--- config.mk ---
export PLATFORM = sky130hd
export DESIGN_NAME = oam_dma
export DESIGN_NICKNAME = d
export VERILOG_FILES = /design/src/rtl/dendy_pkg.sv /design/src/rtl/oam_dma.sv
export SDC_FILE = /design/constraint.sdc
export NUM_CORES = 1
export LEC_CHECK = 0
export ABC_CLOCK_PERIOD_IN_PS = 3600
export CORE_AREA = 2 2 84 86
export DETAILED_ROUTE_END_ITERATION = 7
export DIE_AREA = 0 0 86 88
export DONT_BUFFER_PORTS = 1
export PLACE_DENSITY = 0.46
export SLEW_MARGIN = 30
export SYNTH_ARGS = -nofsm -noshare
export SYNTH_HDL_FRONTEND = slang
export SYNTH_SLANG_ARGS = --single-unit
--- constraint.sdc ---
create_clock -name clock25 -period 3.6 [get_ports clock25]
set_input_delay 0.54 -clock clock25 [delete_from_list [all_inputs] [get_ports clock25]]
set_output_delay 0.54 -clock clock25 [all_outputs]
set_load 0.02 [all_outputs]
--- src/rtl/dendy_pkg.sv ---
// Shared constants for the Dendy CPU-bus blocks.
// State encodings and register addresses used by the OAM DMA engine.
package dendy_pkg;

   localparam logic [1:0] S_IDLE  = 2'd0;
   localparam logic [1:0] S_WAIT  = 2'd1;
   localparam logic [1:0] S_READ  = 2'd2;
   localparam logic [1:0] S_WRITE = 2'd3;

   localparam logic [15:0] REG_OAMDMA  = 16'h4014;
   localparam logic [15:0] REG_OAMADDR = 16'h2003;

   typedef enum logic [1:0] {
      ST_IDLE  = S_IDLE,
      ST_WAIT  = S_WAIT,
      ST_READ  = S_READ,
      ST_WRITE = S_WRITE
   } dma_state_t;

endpackage

--- src/rtl/oam_dma.sv ---
// OAM DMA engine: copies one 256-byte PRG page into sprite memory
// while stalling the CPU.
module oam_dma
   import dendy_pkg::*;
#(
   parameter logic [15:0] DMA_REG      = REG_OAMDMA,
   parameter int          DUMMY_CYCLES = 1,
   parameter bit          ALIGN_ODD    = 1'b1
) (
   input  logic        clock25,
   input  logic        reset_n,
   input  logic        ce,
   input  logic [15:0] cpu_a,
   input  logic [7:0]  cpu_o,
   input  logic        cpu_w,
   input  logic [7:0]  oam_base,
   input  logic [7:0]  dma_i,
   output logic [15:0] dma_a,
   output logic        dma_r,
   output logic [7:0]  oam_a,
   output logic [7:0]  oam_d,
   output logic        oam_w,
   output logic        cpu_halt,
   output logic        busy
);

   localparam logic [1:0] WAIT_INIT = 2'(DUMMY_CYCLES - 1);
   localparam logic       ALIGN     = ALIGN_ODD;

   dma_state_t state, state_nx;
   logic [7:0] page, page_nx;
   logic [7:0] idx, idx_nx;
   logic [7:0] base, base_nx;
   logic [1:0] wcnt, wcnt_nx;
   logic       parity;
   logic       trig;

   assign trig = cpu_w && (cpu_a == DMA_REG);

   always_ff @(posedge clock25) begin
      if (!reset_n) begin
         state  <= ST_IDLE;
         page   <= '0;
         idx    <= '0;
         base   <= '0;
         wcnt   <= '0;
         parity <= 1'b0;
      end else if (ce) begin
         state  <= state_nx;
         page   <= page_nx;
         idx    <= idx_nx;
         base   <= base_nx;
         wcnt   <= wcnt_nx;
         parity <= ~parity;
      end
   end

   always_comb begin
      state_nx = state;
      page_nx  = page;
      idx_nx   = idx;
      base_nx  = base;
      wcnt_nx  = wcnt;
      dma_a    = '0;
      dma_r    = 1'b0;
      oam_a    = '0;
      oam_d    = '0;
      oam_w    = 1'b0;
      unique case (state)
         ST_IDLE: begin
            if (trig) begin
               page_nx  = cpu_o;
               idx_nx   = '0;
               base_nx  = oam_base;
               wcnt_nx  = WAIT_INIT + {1'b0, ALIGN & parity};
               state_nx = ST_WAIT;
            end
         end
         ST_WAIT: begin
            if (wcnt == 2'd0) state_nx = ST_READ;
            else              wcnt_nx  = wcnt - 2'd1;
         end
         ST_READ: begin
            dma_a    = {page, idx};
            dma_r    = 1'b1;
            state_nx = ST_WRITE;
         end
         ST_WRITE: begin
            // Address stays on the bus so registered PRG data holds under slow ce.
            dma_a = {page, idx};
            oam_a = base + idx;
            oam_d = dma_i;
            oam_w = ce;
            if (idx == 8'hFF) begin
               state_nx = ST_IDLE;
            end else begin
               idx_nx   = idx + 8'd1;
               state_nx = ST_READ;
            end
         end
         default: state_nx = ST_IDLE;
      endcase
   end

   assign cpu_halt = (state != ST_IDLE);
   assign busy     = (state != ST_IDLE);

endmodule

# Word-level counts from Yosys, hierarchy flattened
# Cells that the tools add are included.
# word_totals
ff_bits	29
latch_bits	0
ram_bits	0
mem_bits_ro	0
inputBits	44
out_inout_bits	36
word_cells	45
memories	0
# classes
add_sub_neg	3
mul	0
div_mod_pow	0
n_lt_le_gt_ge	0
n_eq_ne	9
n_shift	0
n_mux	15
n_bitwise	1
n_reduce_logical	11
# ops
operator	n
$mux W8	4
$eq A16 B15 Y1 const B	1
$mux W16	1
$pmux W8 S2	1
$mux W2	5
$add A8 B1 Y8 const B	1
$add A8 B8 Y8	1
$eq A8 B8 Y1 const B	1
$ne A2 B2 Y1 const B	4
$pmux W2 S4	1
$reduce_and A4 Y1	2
$reduce_and A3 Y1	2
$reduce_bool A2 Y1	3
$eq A2 B2 Y1 const B	2
$logic_not A2 Y1	2
$pmux W2 S2	1
$eq A2 B1 Y1 const B	1
$mux W1	2
$reduce_or A2 Y1	1
$sub A2 B1 Y2 const B	1
$logic_and A1 B1 Y1	1
$not A1 Y1	1

# Logic depth before layout (Yosys ltp)
# Gate-level depths: netlist of the first run.
# depth
word_depth	4
depth_mapped	8
ltp_nobuf	7

# Least setup slack after synthesis of the first run
# No wires, ideal clock.
# synth_path
path_type	register to output
start	register idx[0]
end	output oam_a[6]
arrival_time_ps	1864
required_ps	3060
setup_slack_ps	1196
stages_incl_launch_ff	8
path_buffers	0
path_cell_list	dfxtp_1 -> ha_1 -> fa_1 -> a21o_1 -> a21o_1 -> a21oi_1 -> or4b_2 -> nand3_1
# synth_via
elab_chain_cells	2
# synth_lines
item	line_no	text
start: declaration	oam_dma.sv:32	logic [7:0] idx, idx_nx;
start signal: assignment	oam_dma.sv:51	idx <= idx_nx;
$add A8 B8 Y8	oam_dma.sv:91	oam_a = base + idx;
$mux W8	oam_dma.sv:69	unique case (state)
end: declaration	oam_dma.sv:20	output logic [7:0] oam_a,
# Every way passes these cells.

# Final worst setup path of the first run
# layout_path
start	register idx[1]
end	output oam_a[7]
# The elaborated chain is that of the path after synthesis.

==> metrics, run 1 <==
Area Overhead vs Synth=6.274%; Initial Util=0.2942; status=finished, final reports clean; R2R Path Start=state[0]$_SDFFE_PN0P_; Final setup viols=0; cells after synthesis=226; min-delay worst type=input pin to flip-flop; FF-to-FF setup slack=1.34 ns; maximum vdd drop=0.1645 mV; top-area cell type share of the netlist area=0.2971; Fill cells=705; startpoint types=flip-flop; share of cells above drive strength 1=0.08969; clk slew on worst S/H paths=0.06 ns; Post-CTS Hold Buffers=0; via count=1565; 1st-pass router iterations=4; die height=88 um; overall routing resource usage=0.1228; worst slew pin tran=0.5961 ns; root buf cell=clkbuf_8; CTS tree=yes; first-pass GRT wire length=7.265 mm; max-capacitance violation count=0; hpwl dp=3.305 mm; final WL=4.635 mm; H-tree depth=2; post-CTS sizing=0; Max-slew headroom=0.6026; crit-path max FO=6; sequential standard cell area=580.6 sq um; most frequent cells in the layout=29 x dfxtp_1, 19 x mux2i_1, 18 x nand2_1, 18 x nor2b_1, 17 x and2_1; Ys Warns=0; # diodes=0; Residual DRC=0; RSZ-0062 raised after global routing=false; initial antenna violation count=0; Vias/cell=5.165; Crit path depth=6; register area share after synthesis=0.2971; clk_lat worst skew=0.28 ns; Clock Skew=0.003634 ns; Final Wtd Congestion=0.8124; Sink Count=29; crit path from=idx[1]$_SDFFE_PN0P_; P_leak=0.7783 nW; CTS Buf Count=5; multi-input logic area=1254 sq um; total die area=7568 sq um; Buffers on Ports=0; Setup WS post-layout=0.7027 ns; Max clock buf depth=2; Place WS=0.9459 ns; minimum clock period=2.897 ns; syn_area_per_cell=8.648 sq um; max-slew violations=0; crit path DAT=2.36 ns; worst path cell trace=ha_1 > a21oi_1 > o21ai_0 > a2111oi_0 > o21ai_0 > a21oi_1; Mapped Nets=280; Worst Setup End Kind=output pin; ANT nets after route=0; crit path kind=flip-flop to output pin; Worst R2R Path Depth=5; slowest CP cell=a2111oi_0; pin count of the biggest net entering global routing=36; core area=6644 sq um; DR WL/cell=15.30 um; post-synthesis cell type count=48; overall power=0.0005963 W; crit-path leading delay family=compound AO/OA/AOI/OAI gates; Buf/Inv on CP=0; commonest non-fill, non-tap cell in the layout=dfxtp_1; data required time of the critical path=3.06 ns; Worst Setup EP=oam_a[7]; dpl cells=295; #FFs+latches synth=29; Yosys top cell by area=dfxtp_1; remaining global-route overflow=0; RR Endpoint=state[1]$_SDFFE_PN0P_; die width=86 um; final worst-path cycle share=0.8048; final hold viol count=0; top post-synthesis cells by area=dfxtp_1 30%, mux2i_1 9.7%, ha_1 5.8%; Rows=30; Layout Nets=276; pwr dens=287.1 nW/um^2; worst hold margin=0.3862 ns; Mapped Area=1954 sq um; number of global-route vias before repair=1457; Max stage delay on crit path=0.47 ns; final std cells w/o fill=303; Final TNS setup=0 ns; DR iter-0 viols=66; fmax=345.2 MHz; Setup Fix Bufs, Post-CTS=0; Ports=80
power by group:
part           switching, W  internal [W]
combinational    0.00000204    0.00000731
clock              0.000131      0.000133
sequential      0.000000683      0.000322
how the worst min path moves through the flow:
stage | slack (ns) | from | to | cells past startpoint
floorplan | 0.44 | wcnt[1]$_SDFFE_PN0P_ | wcnt[1]$_SDFFE_PN0P_ | 2
global placement | 0.45 | wcnt[1]$_SDFFE_PN0P_ | wcnt[1]$_SDFFE_PN0P_ | 2
detailed placement | 0.46 | wcnt[1]$_SDFFE_PN0P_ | wcnt[1]$_SDFFE_PN0P_ | 2
CTS | 0.37 | reset_n | idx[3]$_SDFFE_PN0P_ | 1
global route | 0.37 | reset_n | parity$_SDFFE_PN0P_ | 1
finish | 0.39 | reset_n | parity$_SDFFE_PN0P_ | 1
cells in the mapped netlist (all sizes together):
library cell	n
nor2	7
a31o	1
o211a	3
a31oi	5
xor2	3
or2	2
o21bai	1
and2	18
a311o	1
a21o	2
a21oi	7
a2111oi	1
o41ai	1
nor2b	18
o211ai	1
or3	3
o22ai	2
o21ai	5
nand3b	3
nand2	18
and3	12
ha	9
nor4	6
o21a	7
nand3	7
and4bb	1
and2b	1
buf	5
xnor2	3
clkbuf	10
mux2i	19
fa	1
or4b	1
dfxtp	29
nor3	2
nor4b	3
nand4	1
inv	7
registers in the layout, summed over array words and instances, names as in the netlist:
name and cells:
base 8, idx 8, page 8, state 2, wcnt 2, parity 1
per-layer routing:
metal / vias up / GRT usage / part of all wire
met4: 0 / 0.03752 / 0.011
met2: 48 / 0.2030 / 0.47
li1: 788 / - / -
met5: - / 0 / 0
met3: 7 / 0.03487 / 0.051
met1: 722 / 0.1554 / 0.47
metrics by stage:
step | area (sq um) | util
2_1_floorplan | 1954 | -
3_3_place_gp | 1991 | 0.2996
3_5_place_dp | 1991 | 0.2996
4_1_cts | 2077 | 0.3126
5_1_grt | 2077 | 0.3126
6_report | 2077 | 0.3126
kinds of logic after synthesis:
kind of cell / synth area share
AO/OA/AOI/OAI: 0.1293
XOR/XNOR: 0.02689
adder cells (fa/ha/maj): 0.06786
multiplexers: 0.09731
flip-flops: 0.2971
buffers and inverters: 0.06146
AND/OR/NAND/NOR: 0.3201
cell type report:
class	instances	share of cell area
inverter	7	0.01265
multi-input combinational	175	0.6036
clock inverter	3	0.008434
sequential	29	0.2795
tap	80	0.04819
timing repair buffer	4	0.01446
clock buffer	5	0.03313
worst register-to-register path, delay by kind of cell, from the launching register on:
family | cells | cell delay [ns]
and+or+nand+nor | 3 | 0.81
AOI/OAI and AO/OA | 2 | 0.68
DFF | 1 | 0.66
Power figures use the tool's default switching activity.
==> run 2, diff against run 1 <==
--- a/config.mk
+++ b/config.mk
@@ -5,12 +5,12 @@
 export SDC_FILE = /design/constraint.sdc
 export NUM_CORES = 1
 export LEC_CHECK = 0
-export ABC_CLOCK_PERIOD_IN_PS = 3600
+export ABC_CLOCK_PERIOD_IN_PS = 2500
 export CORE_AREA = 2 2 84 86
 export DETAILED_ROUTE_END_ITERATION = 7
 export DIE_AREA = 0 0 86 88
 export DONT_BUFFER_PORTS = 1
-export PLACE_DENSITY = 0.46
+export PLACE_DENSITY = 0.47
 export SLEW_MARGIN = 30
 export SYNTH_ARGS = -nofsm -noshare
 export SYNTH_HDL_FRONTEND = slang
==> constraint.sdc (replaced) <==
create_clock -name clock25 -period 2.5 [get_ports clock25]
set_input_delay 0.375 -clock clock25 [delete_from_list [all_inputs] [get_ports clock25]]
set_output_delay 0.375 -clock clock25 [all_outputs]
set_load 0.02 [all_outputs]
==> metrics, run 2 (same netlist as run 1, synthesis figures left out) <==
DR WL/cell=16.09 um (was 15.30 um); startpoint types=flip-flop (unchanged); Final setup viols=0 (unchanged); Final Wtd Congestion=0.8236 (was 0.8124); sequential standard cell area=581.8 sq um (was 580.6 sq um); Setup WS post-layout=0.09652 ns (was 0.7027 ns); minimum clock period=2.403 ns; final hold viol count=0 (unchanged); share of cells above drive strength 1=0.1552 (was 0.08969); Sink Count=29 (unchanged); min-delay worst type=input pin to flip-flop (unchanged); die width=86 um (unchanged); Initial Util=0.2942 (unchanged); overall routing resource usage=0.1273 (was 0.1228); final WL=5.019 mm (was 4.635 mm); 1st-pass router iterations=4 (unchanged); Rows=30 (unchanged); pin count of the biggest net entering global routing=36 (unchanged); commonest non-fill, non-tap cell in the layout=dfxtp_1 (unchanged); total die area=7568 sq um (unchanged); Layout Nets=286 (was 276); remaining global-route overflow=0 (unchanged); P_leak=0.8419 nW (was 0.7783 nW); H-tree depth=2 (unchanged); Area Overhead vs Synth=12.16% (was 6.274%); Setup Fix Bufs, Post-CTS=0 (unchanged); crit path kind=flip-flop to output pin (unchanged); Ports=80 (unchanged); clk_lat worst skew=0.27 ns (was 0.28 ns); worst hold margin=0.2265 ns (was 0.3862 ns); max-capacitance violation count=0 (unchanged); crit path DAT=2.03 ns (was 2.36 ns); Worst R2R Path Depth=7 (was 5); pwr dens=396.1 nW/um^2 (was 287.1 nW/um^2); Max-slew headroom=0.6638 (was 0.6026); core area=6644 sq um (unchanged); Max clock buf depth=2 (unchanged); Worst Setup End Kind=output pin (unchanged); data required time of the critical path=2.12 ns (was 3.06 ns); Residual DRC=0 (unchanged); first-pass GRT wire length=7.514 mm (was 7.265 mm); Largest regs=base x8, idx x8, page x8 (unchanged); clk slew on worst S/H paths=0.06 ns (about the same); die height=88 um (unchanged); fmax=416.1 MHz; Post-CTS Hold Buffers=0 (unchanged); hpwl dp=3.555 mm (was 3.305 mm); root buf cell=clkbuf_8 (unchanged); Fill cells=706 (was 705); status=finished, final reports clean (unchanged); initial antenna violation count=0 (unchanged); Buffers on Ports=0 (unchanged); final worst-path cycle share=0.9614; number of global-route vias before repair=1422 (was 1457); CTS Buf Count=5 (unchanged); crit-path max FO=5 (was 6); multi-input logic area=1292 sq um (was 1254 sq um); worst slew pin tran=0.5009 ns (was 0.5961 ns); CTS tree=yes (unchanged); via count=1597 (was 1565); Place WS=0.2141 ns (was 0.9459 ns); most frequent cells in the layout=28 x dfxtp_1, 19 x mux2i_1, 18 x nand2_1, 18 x nor2b_1, 17 x and2_1 (was 29 x dfxtp_1, 19 x mux2i_1, 18 x nand2_1, 18 x nor2b_1, 17 x and2_1); Hold Path Depth=1 (unchanged); ANT nets after route=0 (unchanged); Vias/cell=5.119 (was 5.165); DR iter-0 viols=77 (was 66); # diodes=0 (unchanged); maximum vdd drop=0.1794 mV (was 0.1645 mV); Clock Skew=0.001464 ns (was 0.003634 ns); max-slew violations=0 (unchanged)
## run 2: cell types whose count changed in the layout (fill, tap and decap cells not counted), moves of 2 or more
cell | before | now
clkinv_2 | 2 | 0
buf_4 | 4 | 14
a21oi_2 | 0 | 2
a21oi_1 | 7 | 5
## run 2: path summary, 6_finish.rpt
path / startpoint / end / slack (ns)
worst max-delay path: idx[3]$_SDFFE_PN0P_ / oam_a[7] / 0.1
worst min-delay path: reset_n / idx[3]$_SDFFE_PN0P_ / 0.23
worst max register to register: idx[1]$_SDFFE_PN0P_ / idx[1]$_SDFFE_PN0P_ / 0.34
worst min register to register: wcnt[1]$_SDFFE_PN0P_ / wcnt[1]$_SDFFE_PN0P_ / 0.46
## run 2: power by group
group / internal [W] / total, W / switching (W) / leakage (nW)
Combinational: 0.0000105 / 0.0000135 / 0.00000294 / 0.563
Clock: 0.000218 / 0.000390 / 0.000172 / 0.0443
Sequential: 0.000464 / 0.000465 / 0.00000108 / 0.234
## run 2: routing by layer
layer,global-route usage,vias to the layer above,share of wire
met1,0.1724,738,0.45
met5,0,-,0
li1,-,808,-
met2,0.2058,46,0.50
met3,0.02639,5,0.039
met4,0.03463,0,0.011
## run 2: worst max-delay path, cell delays in order (launching register included)
cell	delay, ns
dfxtp_2	0.34
ha_1	0.33
o21a_1	0.22
a2111oi_2	0.40
o21ai_0	0.14
a21oi_1	0.16
buf_4	0.16
## run 2: stage by stage
stage	cells	util	area [sq um]	power, W	setup TNS, ns
after detailed placement	305	0.3109	2066	0.0004887	0
final	312	0.3299	2192	0.0008684	0
after floorplan	226	-	1954	0.0004936	0
after global routing	312	0.3299	2192	0.0009020	-0.004977
after CTS	312	0.3249	2158	0.0008856	-0.04659
after global placement	305	0.3109	2066	0.0004885	0
## run 2: final cells by class
type,count,area share
multi-input cells,175,0.5896
flip-flops and latches,29,0.2654
repair buffers,14,0.04795
well taps,80,0.04566
clock buffers,7,0.03938
inverters,7,0.01199
## run 2: repair_timing
action	in CTS	in global routing
pin swaps	0	0
gates resized for setup	2	10
setup endpoints to repair	2	2
